`config.mk`:
```
export PLATFORM = sky130hd
export DESIGN_NAME = uart_rx
export DESIGN_NICKNAME = d
export VERILOG_FILES = /design/src/rtl/uart_rx.sv
export SDC_FILE = /design/constraint.sdc
export NUM_CORES = 1
export LEC_CHECK = 0
export CORE_MARGIN = 2
export CORE_UTILIZATION = 45
export CTS_CLUSTER_SIZE = 10
export DETAILED_ROUTE_END_ITERATION = 16
export MAX_ROUTING_LAYER = met4
export PLACE_DENSITY = 0.66
export SLEW_MARGIN = 25
export SYNTH_ARGS = -nofsm -noshare
export SYNTH_HDL_FRONTEND = slang
export SYNTH_SLANG_ARGS = --single-unit
```
`constraint.sdc`:
```
create_clock -name clk -period 5.2 [get_ports clk]
set_input_delay 1.3 -clock clk [delete_from_list [all_inputs] [get_ports clk]]
set_output_delay 1.3 -clock clk [all_outputs]
set_load 0.1 [all_outputs]
```
`src/rtl/uart_rx.sv`:
```
// UART receive engine: oversampled 8N1-style frame recovery with a valid/ready word port.
// Mid-bit sampling from a half-bit start check; framing and overrun errors pulse for one clk.
module uart_rx #(
    parameter int DATA_BITS  = 8,
    parameter int OVERSAMPLE = 16
) (
    input  logic                 clk,
    input  logic                 rst_n,
    input  logic                 sample_tick,
    input  logic                 rxd,
    output logic [DATA_BITS-1:0] rx_data,
    output logic                 rx_valid,
    input  logic                 rx_ready,
    output logic                 frame_err,
    output logic                 overrun_err
);

    localparam int CW = $clog2(OVERSAMPLE);
    localparam int IW = (DATA_BITS > 1) ? $clog2(DATA_BITS) : 1;
    localparam logic [CW-1:0] HALF_M1  = CW'(OVERSAMPLE / 2 - 1);
    localparam logic [CW-1:0] FULL_M1  = CW'(OVERSAMPLE - 1);
    localparam logic [IW-1:0] LAST_IDX = IW'(DATA_BITS - 1);

    typedef enum logic [2:0] {
        S_IDLE,
        S_START,
        S_DATA,
        S_STOP,
        S_WAIT_HIGH
    } state_t;

    state_t               state, state_nxt;
    logic [CW-1:0]        cnt, cnt_nxt;
    logic [IW-1:0]        idx, idx_nxt;
    logic [DATA_BITS-1:0] sh, sh_nxt;
    logic                 rx_meta, rx_s;
    logic                 word_done, stop_bad;

    always_ff @(posedge clk or negedge rst_n) begin
        if (!rst_n) begin
            rx_meta <= 1'b1;
            rx_s    <= 1'b1;
        end else begin
            rx_meta <= rxd;
            rx_s    <= rx_meta;
        end
    end

    always_ff @(posedge clk or negedge rst_n) begin
        if (!rst_n) begin
            state <= S_IDLE;
            cnt   <= '0;
            idx   <= '0;
            sh    <= '0;
        end else begin
            state <= state_nxt;
            cnt   <= cnt_nxt;
            idx   <= idx_nxt;
            sh    <= sh_nxt;
        end
    end

    always_comb begin
        state_nxt = state;
        cnt_nxt   = cnt;
        idx_nxt   = idx;
        sh_nxt    = sh;
        word_done = 1'b0;
        stop_bad  = 1'b0;
        if (sample_tick) begin
            case (state)
                S_IDLE: begin
                    if (!rx_s) begin
                        state_nxt = S_START;
                        cnt_nxt   = '0;
                    end
                end
                S_START: begin
                    if (cnt == HALF_M1) begin
                        // A start bit that is high again at mid-bit was a glitch.
                        if (rx_s) begin
                            state_nxt = S_IDLE;
                        end else begin
                            state_nxt = S_DATA;
                            cnt_nxt   = '0;
                            idx_nxt   = '0;
                        end
                    end else begin
                        cnt_nxt = cnt + CW'(1);
                    end
                end
                S_DATA: begin
                    if (cnt == FULL_M1) begin
                        sh_nxt  = {rx_s, sh[DATA_BITS-1:1]};
                        cnt_nxt = '0;
                        idx_nxt = idx + IW'(1);
                        if (idx == LAST_IDX) begin
                            state_nxt = S_STOP;
                        end
                    end else begin
                        cnt_nxt = cnt + CW'(1);
                    end
                end
                S_STOP: begin
                    if (cnt == FULL_M1) begin
                        cnt_nxt = '0;
                        if (rx_s) begin
                            word_done = 1'b1;
                            state_nxt = S_IDLE;
                        end else begin
                            stop_bad  = 1'b1;
                            state_nxt = S_WAIT_HIGH;
                        end
                    end else begin
                        cnt_nxt = cnt + CW'(1);
                    end
                end
                S_WAIT_HIGH: begin
                    if (rx_s) begin
                        state_nxt = S_IDLE;
                    end
                end
                default: state_nxt = S_IDLE;
            endcase
        end
    end

    // A word arriving while the previous one is still pending is dropped, unless
    // the sink takes the old one in this very cycle.
    always_ff @(posedge clk or negedge rst_n) begin
        if (!rst_n) begin
            rx_data     <= '0;
            rx_valid    <= 1'b0;
            frame_err   <= 1'b0;
            overrun_err <= 1'b0;
        end else begin
            frame_err   <= stop_bad;
            overrun_err <= 1'b0;
            if (word_done) begin
                if (!rx_valid || rx_ready) begin
                    rx_data  <= sh;
                    rx_valid <= 1'b1;
                end else begin
                    overrun_err <= 1'b1;
                end
            end else if (rx_valid && rx_ready) begin
                rx_valid <= 1'b0;
            end
        end
    end

endmodule

```
==> results.sh, run 1 <==
export IMPL_status="completed"
export IMPL_ys_warn_count=0
export IMPL_firstDrtPassIters=4
export IMPL_antenna_cells=0
export IMPL_worstSetupStartpointType="input pin"
export IMPL_fin_setup_tns_ns=0
export IMPL_drt_initial_drc_count=39
export IMPL_multi_input_area_um2=648
export IMPL_crit_arrival_ns=3.36
export IMPL_hpwl_um=1800
export IMPL_cp_end_kind="flip-flop"
export IMPL_nets=147
export IMPL_criticalPathCategory="input pin to flip-flop"
export IMPL_final_antenna_net_count=0
export IMPL_ir_drop_mv=0.248
export IMPL_grt_use_total_pct=16.8
export IMPL_hold_slack_ns=0.363
export IMPL_grt_ovfl_total=0
export IMPL_die_w_um=61.3
export IMPL_grt_pass1_vias=938
export IMPL_skew_ns=0.00620
export IMPL_initial_core_util_pct=48.0
export IMPL_cts_tree="yes"
export IMPL_routabilityCongestion=0.782
export IMPL_row_count=20
export IMPL_cts_buffers=5
export IMPL_ys_ff_latch=31
export IMPL_area_growth_pct=16.9
export IMPL_grt_max_degree=32
export IMPL_slowest_stage="nor2b_1"
export IMPL_synth_nets=129
export IMPL_syn_area_mm2=0.00148
export IMPL_tightest_slew_ns=0.977
export IMPL_cts_root_buf="clkbuf_4"
export IMPL_clk_latency_ns=0.32
export IMPL_antenna_found_initial=0
export IMPL_synthCells=121
export IMPL_cp_cell_sequence="clkdlybuf4s50_1 -> and4b_1 -> nand4_1 -> nor2b_1 -> mux2_1"
export IMPL_core_mm2=0.00308
export IMPL_synth_edff_count=0
export IMPL_power_per_cell_area_mw_per_mm2=363
export IMPL_vias_per_cell=5.43
export IMPL_port_buffers=15
export IMPL_post_cts_buffers=0
export IMPL_clk_pin_slew_worst_paths_ns=0.09
export IMPL_cts_sinks=31
export IMPL_ys_flop_type="dfrtp_1"
export IMPL_drive_gt1_share_pct=14.3
export IMPL_hold_viol=0
export IMPL_cap_viol_max_count=0
export IMPL_cts_resized=0
export IMPL_fmax_ghz=0.317
export IMPL_ios=16
export IMPL_critPathTopFamily="simple AND/OR/NAND/NOR gates"
export IMPL_rsz0062_at_grt="no"
export IMPL_cp_buffers_inverters=1
export IMPL_ys_seq_area_share_pct=52.7
export IMPL_fin_crit_ns=3.16
export IMPL_grt_pass1_wl_um=4360
export IMPL_slowest_delay_ns=0.63
export IMPL_holdBufCountCts=0
export IMPL_finalSetupViolations=0
export IMPL_synth_async_reset_ratio_pct=100
export IMPL_regArea_um2=778
export IMPL_min_period_over_period_pct=60.7
export IMPL_ys_types=43
export IMPL_routed_wl_um=2580
export IMPL_cts_max_path_buffers=2
export IMPL_drcViolationCount=0
export IMPL_dr_total_vias=999
export IMPL_final_max_slew_viol_count=0
export IMPL_rrSetupSlack_ns=2.89
export IMPL_cts_max_level=2
export IMPL_relSlewSlack_pct=34.7
export IMPL_postSynthAreaPerCell_um2=12.2
export IMPL_die_area_mm2=0.00376
export IMPL_routedWlPerCell_um=14.0
export IMPL_path_max_fanout=8
export IMPL_power_leakage_nw=0.820
export IMPL_hp_class="flip-flop to flip-flop"
export IMPL_nFillCells=262
export IMPL_critPathRequiredTime_ns=5.40
export IMPL_die_height_um=61.3
[power by group]
part | internal [W] | switching, W | leakage (nW)
Combinational | 0.0000668 | 0.0000885 | 0.374
Sequential | 0.000268 | 0.0000464 | 0.407
Clock | 0.0000795 | 0.0000767 | 0.0386
Total | 0.000415 | 0.000212 | 0.820
[cell usage in the layout (no fill, tap or decap), types with 2 or more instances in the layout]
cell type	Yosys	routed
a21oi_1	4	4
o221a_1	2	2
clkbuf_8	0	2
o21ai_0	4	4
mux2_1	8	8
inv_1	4	4
dfrtp_1	29	29
clkdlybuf4s50_1	0	15
o2bb2ai_1	3	3
nor2_1	6	6
nor3_1	4	4
nand2_1	6	6
mux2_4	7	7
dfstp_2	2	2
a21o_1	2	2
clkbuf_4	0	5
ha_1	3	3
nand2b_1	4	4
nand4_1	2	2
nor2b_1	2	2
[synthesized netlist by cell type (2+ instances only)]
master / instances / area share [%]
a21o_1: 2 / 1.0
a21oi_1: 4 / 1.4
buf_2: 2 / 0.68
buf_4: 3 / 1.5
dfrtp_1: 29 / 49
dfstp_2: 2 / 3.6
ha_1: 3 / 2.5
inv_1: 4 / 1.0
mux2_1: 8 / 6.1
mux2_4: 7 / 7.1
nand2_1: 6 / 1.5
nand2b_1: 4 / 1.7
nand4_1: 2 / 0.85
nor2_1: 6 / 1.5
nor2b_1: 2 / 0.85
nor3_1: 4 / 1.4
o21ai_0: 4 / 1.4
o221a_1: 2 / 1.5
o2bb2ai_1: 3 / 1.8
[layout make-up]
type                            instances  share of cell area, %
Clock buffer                            8                   3.99
Sequential cell                        31                   45.1
Timing Repair Buffer                   16                   9.13
Multi-Input combinational cell         80                   37.5
Inverter                                5                   1.09
Tap cell                               44                   3.19
[per-layer routing]
metal | vias to the layer above | GRT usage, % | part of all wire [%]
met2 | 15 | 22.8 | 46
met1 | 500 | 22.2 | 49
li1 | 479 | - | -
met3 | 5 | 5.67 | 3.6
met4 | 0 | 8.39 | 1.0
met5 | - | - | 0
[state kept, by name, indices dropped and copies added, names as in the netlist]
signal,count
rx_meta,1
cnt,4
frame_err,1
rx_data,8
overrun_err,1
rx_valid,1
sh,8
state,3
rx_s,1
idx,3
[stage by stage]
step / worst slack (ns) / power [W] / cell area (µm²) / cells / utilization (%)
final: 2.04 / 0.000626 / 1730 / 184 / 56.1
after global placement: 1.79 / 0.000467 / 1660 / 176 / 53.9
after floorplan: 2.86 / 0.000443 / 1480 / 121 / -
after detailed placement: 1.69 / 0.000475 / 1660 / 176 / 53.9
after global routing: 1.94 / 0.000667 / 1730 / 184 / 56.1
after CTS: 2.05 / 0.000633 / 1730 / 184 / 56.1
[kinds of logic after synthesis]
family / Yosys count / synth area share (%)
buffers and inverters: 10 / 3.47
flip-flops: 31 / 52.7
AO/OA/AOI/OAI: 23 / 11.3
AND/OR/NAND/NOR: 38 / 16.2
XOR/XNOR: 1 / 0.593
multiplexers: 15 / 13.2
adder cells (fa/ha/maj): 3 / 2.54
[path summary, 6_finish.rpt]
path                                    start                      to  depth (start not counted)
setup / recovery                  sample_tick  rx_data[2]$_DFFE_PN0P_                          5
hold / removal              rx_meta$_DFF_PN1_          rx_s$_DFF_PN1_                          0
setup reg to reg           cnt[0]$_DFFE_PN0P_  rx_data[2]$_DFFE_PN0P_                          5
hold reg to reg             rx_meta$_DFF_PN1_          rx_s$_DFF_PN1_                          0
max in group asynchronous               rst_n          rx_s$_DFF_PN1_                          2
min in group asynchronous               rst_n      idx[0]$_DFFE_PN0P_                          2
Power figures use the tool's default switching activity.
==> run 2, diff against run 1 <==
Clock period 5.2 ns to 3.2 ns, I/O delays scaled along.
==> run 2 against run 1 <==
Net effect:
- sequential power increased by 62%
- largest cell class unchanged
- clock-buffer cell count decreased by 1
- via count decreased by 0.70%
- critical path depth increased by 1
- cell count increased by 0.54%
- non-clock buffer count increased by 1
- clock power increased by 54%
- hold slack got worse by 0.0013 ns
- sequential share of layout area increased by 0.76 points
==> results.sh, run 2 (synthesis gave the netlist of run 1 again) <==
export IMPL_worstSetupStartpointType="input pin"
export IMPL_area_growth_pct=14.9
export IMPL_tightest_slew_ns=0.484
export IMPL_fmax_ghz=0.438
export IMPL_path_depth=6
export IMPL_final_max_slew_viol_count=0
export IMPL_antenna_found_initial=0
export IMPL_status="completed"
export IMPL_routabilityCongestion=0.796
export IMPL_die_height_um=61.3
export IMPL_ios=16
export IMPL_power_leakage_nw=0.844
export IMPL_crit_arrival_ns=2.50
export IMPL_design_area_mm2=0.00170
export IMPL_nets=148
export IMPL_hold_slack_ns=0.362
export IMPL_slowest_delay_ns=0.62
export IMPL_cts_buffers=5
export IMPL_vias_per_cell=5.36
export IMPL_drive_gt1_share_pct=22.7
export IMPL_rsz0062_at_grt="no"
export IMPL_final_antenna_net_count=0
export IMPL_grt_ovfl_total=0
export IMPL_grt_use_total_pct=17.0
export IMPL_clk_pin_slew_worst_paths_ns=0.10
export IMPL_grt_max_degree=32
export IMPL_antenna_cells=0
export IMPL_cts_resized=0
export IMPL_cts_max_level=2
export IMPL_criticalPathCategory="input pin to flip-flop"
export IMPL_routedWlPerCell_um=14.5
export IMPL_cts_sinks=31
export IMPL_cp_cell_sequence="clkdlybuf4s50_1 -> and4b_1 -> nand4_1 -> nor2b_1 -> buf_4 -> mux2_1"
export IMPL_dr_total_vias=992
export IMPL_die_w_um=61.3
export IMPL_worst_hold_path_endpoint="rx_s$_DFF_PN1_"
export IMPL_drcViolationCount=0
export IMPL_critPathTopFamily="buffers and inverters"
export IMPL_routed_wl_um=2680
export IMPL_rrSetupSlack_ns=1.28
export IMPL_skew_ns=0.0125
export IMPL_ir_drop_mv=0.341
export IMPL_top_regs="rx_data: 8 flops, sh: 8 flops, cnt: 4 flops"
export IMPL_postPlaceCellArea_mm2=0.00164
export IMPL_holdBufCountCts=0
export IMPL_cp_end_kind="flip-flop"
export IMPL_firstDrtPassIters=4
export IMPL_min_path_cells=0
export IMPL_hold_viol=0
export IMPL_critPathRequiredTime_ns=3.41
export IMPL_slowest_stage="clkdlybuf4s50_1"
export IMPL_final_cell_mix="dfrtp_1 (29), buf_4 (13), mux2_1 (8), mux2_4 (7)"
export IMPL_die_area_mm2=0.00376
export IMPL_clk_latency_ns=0.33
export IMPL_cap_viol_max_count=0
export IMPL_core_mm2=0.00308
export IMPL_relSlewSlack_pct=67.5
export IMPL_drt_initial_drc_count=43
export IMPL_r2r_cells=6
export IMPL_path_max_fanout=8
export IMPL_initial_core_util_pct=48.0
export IMPL_grt_pass1_wl_um=4440
export IMPL_row_count=20
export IMPL_cts_max_path_buffers=2
export IMPL_cts_tree="yes"
export IMPL_port_buffers=15
export IMPL_worst_slack_ns=0.914
export IMPL_min_period_over_period_pct=71.4
export IMPL_dp_slack_ns=0.586
export IMPL_layout_commonest_cell="dfrtp_1"
export IMPL_hpwl_um=1830
export IMPL_power_per_cell_area_mw_per_mm2=591
export IMPL_reg2reg_to="rx_data[3]$_DFFE_PN0P_"
export IMPL_finalSetupViolations=0
export IMPL_cp_buffers_inverters=2
export IMPL_fin_setup_tns_ns=0
export IMPL_hold_start="rx_meta$_DFF_PN1_"
export IMPL_grt_pass1_vias=929
export IMPL_fin_crit_ns=2.29
export IMPL_post_cts_buffers=0
export IMPL_cts_root_buf="clkbuf_4"
export IMPL_hp_class="flip-flop to flip-flop"
export IMPL_reg2reg_from="cnt[0]$_DFFE_PN0P_"
run 2: changes by cell type in the layout (fill, tap and decap cells not counted), sizes merged:
| cell | previous run | this run |
|---|---|---|
| buf | 1 | 13 |
| clkdlybuf4s50 | 15 | 4 |
| clkbuf | 8 | 7 |
| clkinv | 1 | 2 |
run 2: stage by stage:
stage | total power (W) | util [%] | std cells
CTS | 0.00102 | 55.2 | 185
global route | 0.00107 | 55.2 | 185
detailed placement | 0.000771 | 53.2 | 177
finish | 0.00100 | 55.2 | 185
global placement | 0.000759 | 53.2 | 177
floorplan | 0.000721 | - | 121
run 2: worst max-delay path by stage:
stage                     slack [ns]                endpoint   startpoint
after floorplan                 1.36  rx_data[0]$_DFFE_PN0P_  sample_tick
after global placement          0.62  rx_data[6]$_DFFE_PN0P_  sample_tick
after detailed placement        0.59  rx_data[1]$_DFFE_PN0P_  sample_tick
after CTS                       0.93  rx_data[3]$_DFFE_PN0P_  sample_tick
after global routing            0.82  rx_data[5]$_DFFE_PN0P_  sample_tick
final                           0.91  rx_data[3]$_DFFE_PN0P_  sample_tick
run 2: worst register-to-register path, stage by stage (launching register included):
cell     delay, ns
dfrtp_1       0.40
ha_1          0.33
and4b_1       0.26
nand4_1       0.15
nor2b_1       0.15
buf_4         0.18
mux2_1        0.34
run 2: layer usage:
metal	vias up	wire (µm)	global-route usage [%]
met5	-	0	-
met4	0	35	7.45
met3	5	119	3.78
met2	23	1240	22.8
met1	489	1280	24.5
li1	475	-	-
run 2: where the power goes:
group | leakage [nW] | total, W | internal, W | switching (W)
Combinational | 0.402 | 0.000252 | 0.000107 | 0.000145
Clock | 0.0353 | 0.000241 | 0.000106 | 0.000134
Sequential | 0.407 | 0.000511 | 0.000436 | 0.0000748
Total | 0.844 | 0.00100 | 0.000650 | 0.000354
run 2: cell type report:
| class | instances | area, µm² |
|---|---|---|
| fillers | 289 | 1380 |
| multi-input cells | 80 | 648 |
| inverters | 5 | 18.8 |
| clock inverters | 1 | 5.00 |
| repair buffers | 17 | 138 |
| clock buffers | 7 | 55.1 |
| well taps | 44 | 55.1 |
| flip-flops and latches | 31 | 778 |
==> run 3, diff against run 2 <==
Clock period 3.2 ns to 2.24 ns, I/O delays scaled along.
==> run 3 against run 2 <==
Net effect:
- die area unchanged
- highest routed layer unchanged
- combinational power up 50%
- critical path depth unchanged
- critical endpoint is now sh[0]$_DFFE_PN0P_
- global-route usage up 0.33 points
==> results.sh, run 3 (synthesis gave the netlist of run 1 again) <==
export IMPL_p_int_w=0.00105
export IMPL_layout_commonest_cell="dfrtp_1"
export IMPL_skew_ns=0.0122
export IMPL_design_area_mm2=0.00175
export IMPL_core_mm2=0.00308
export IMPL_tightest_slew_ns=0.457
export IMPL_drcViolationCount=0
export IMPL_finalSetupViolations=0
export IMPL_grt_use_total_pct=17.3
export IMPL_post_cts_buffers=0
export IMPL_grt_pass1_wl_um=4500
export IMPL_cts_max_level=2
export IMPL_worst_slack_ns=0.359
export IMPL_final_max_slew_viol_count=0
export IMPL_routedWlPerCell_um=14.2
export IMPL_cp_cell_sequence="clkdlybuf4s50_1 -> buf_4 -> nand4b_2 -> nor3_4 -> nand2_4 -> mux2_4"
export IMPL_power_net_switching_w=0.000502
export IMPL_rsz0062_at_grt="no"
export IMPL_top_regs="rx_data: 8 flops, sh: 8 flops, cnt: 4 flops"
export IMPL_die_height_um=61.3
export IMPL_power_per_cell_area_mw_per_mm2=887
export IMPL_fin_setup_tns_ns=0
export IMPL_min_period_over_period_pct=84.0
export IMPL_port_buffers=15
export IMPL_dp_cells=181
export IMPL_fmax_ghz=0.532
export IMPL_drive_gt1_share_pct=25.5
export IMPL_slowest_stage="clkdlybuf4s50_1"
export IMPL_relSlewSlack_pct=69.3
export IMPL_cts_sinks=31
export IMPL_row_count=20
export IMPL_path_max_fanout=10
export IMPL_netSwitchingFraction_pct=32.2
export IMPL_cts_max_path_buffers=2
export IMPL_status="completed"
export IMPL_hpwl_um=1870
export IMPL_firstDrtPassIters=4
export IMPL_cts_buffers=5
export IMPL_die_area_mm2=0.00376
export IMPL_dp_slack_ns=0.0107
export IMPL_holdBufCountCts=0
export IMPL_critPathRequiredTime_ns=2.45
export IMPL_grt_ovfl_total=0
export IMPL_area_growth_pct=18.7
export IMPL_hp_class="flip-flop to flip-flop"
export IMPL_final_antenna_net_count=0
export IMPL_final_cell_mix="dfrtp_1 (29), buf_4 (17), mux2_1 (8), mux2_4 (7)"
export IMPL_worstSetupStartpointType="input pin"
export IMPL_criticalPathCategory="input pin to flip-flop"
export IMPL_ios=16
export IMPL_power_leakage_nw=0.877
export IMPL_ir_drop_mv=0.440
export IMPL_nets=152
export IMPL_die_w_um=61.3
export IMPL_drt_initial_drc_count=52
export IMPL_dr_total_vias=993
export IMPL_crit_arrival_ns=2.09
export IMPL_grt_max_degree=32
export IMPL_routed_wl_um=2680
export IMPL_postPlaceCellArea_mm2=0.00167
export IMPL_critPathTopFamily="buffers and inverters"
export IMPL_antenna_found_initial=0
export IMPL_grt_pass1_vias=976
export IMPL_final_cells=189
export IMPL_power_frac_seq_pct=46.9
export IMPL_cts_resized=0
export IMPL_hold_viol=0
export IMPL_routabilityCongestion=0.889
export IMPL_initial_core_util_pct=48.0
export IMPL_cap_viol_max_count=0
export IMPL_cp_buffers_inverters=2
export IMPL_vias_per_cell=5.25
export IMPL_slowest_delay_ns=0.49
export IMPL_cts_root_buf="clkbuf_4"
export IMPL_clk_latency_ns=0.32
export IMPL_clk_pin_slew_worst_paths_ns=0.10
export IMPL_p_comb_share_pct=24.4
export IMPL_cts_tree="yes"
export IMPL_antenna_cells=0
export IMPL_p_clk_share_pct=28.7
export IMPL_fin_crit_ns=1.88
export IMPL_cp_end_kind="flip-flop"
## run 3: changes by cell type in the layout (fill, tap and decap cells not counted), sizes merged
cell,delta
buf,+4
bufinv,+1
clkbuf,-1
## run 3: path summary, 6_finish.rpt
check	from	to	slack, ns	cells after the start
max	sample_tick	sh[0]$_DFFE_PN0P_	0.36	6
min	rx_meta$_DFF_PN1_	rx_s$_DFF_PN1_	0.36	0
max reg2reg	cnt[0]$_DFFE_PN0P_	cnt[0]$_DFFE_PN0P_	0.44	6
min reg2reg	rx_meta$_DFF_PN1_	rx_s$_DFF_PN1_	0.36	0
max in group asynchronous	rst_n	rx_meta$_DFF_PN1_	1.29	2
min in group asynchronous	rst_n	rx_data[3]$_DFFE_PN0P_	0.63	2
## run 3: layer usage
| layer | wire (µm) | part of all wire, % | vias to the layer above | track usage (%) |
|---|---|---|---|---|
| met4 | 15 | 0.56 | 0 | 6.83 |
| met5 | 0 | 0 | - | - |
| met1 | 1330 | 50 | 489 | 22.5 |
| met3 | 88 | 3.3 | 2 | 5.25 |
| met2 | 1250 | 47 | 16 | 25.4 |
| li1 | - | - | 486 | - |
## run 3: final cells by class
class | instances | area, µm²
clock buffer | 6 | 51.3
tap | 44 | 55.1
clock inverter | 2 | 35.0
inverter | 5 | 18.8
fill | 276 | 1320
multi-input combinational | 80 | 648
sequential | 31 | 778
timing repair buffer | 21 | 168
## run 3: power groups by stage
stage / clock network, W / logic, W / registers (W)
floorplan: 0 / 0.000320 / 0.000710
global route: 0.000485 / 0.000423 / 0.000746
finish: 0.000447 / 0.000379 / 0.000730
detailed placement: 0 / 0.000380 / 0.000741
global placement: 0 / 0.000368 / 0.000739
CTS: 0.000464 / 0.000382 / 0.000729
## run 3: stage by stage
stage	power [W]	hold slack (ns)	utilization, %
6_report	0.00156	0.361	57.0
5_1_grt	0.00165	0.371	57.0
4_1_cts	0.00158	0.361	57.0
3_5_place_dp	0.00112	0.347	54.2
3_3_place_gp	0.00111	0.345	54.2
2_1_floorplan	0.00103	0.264	-
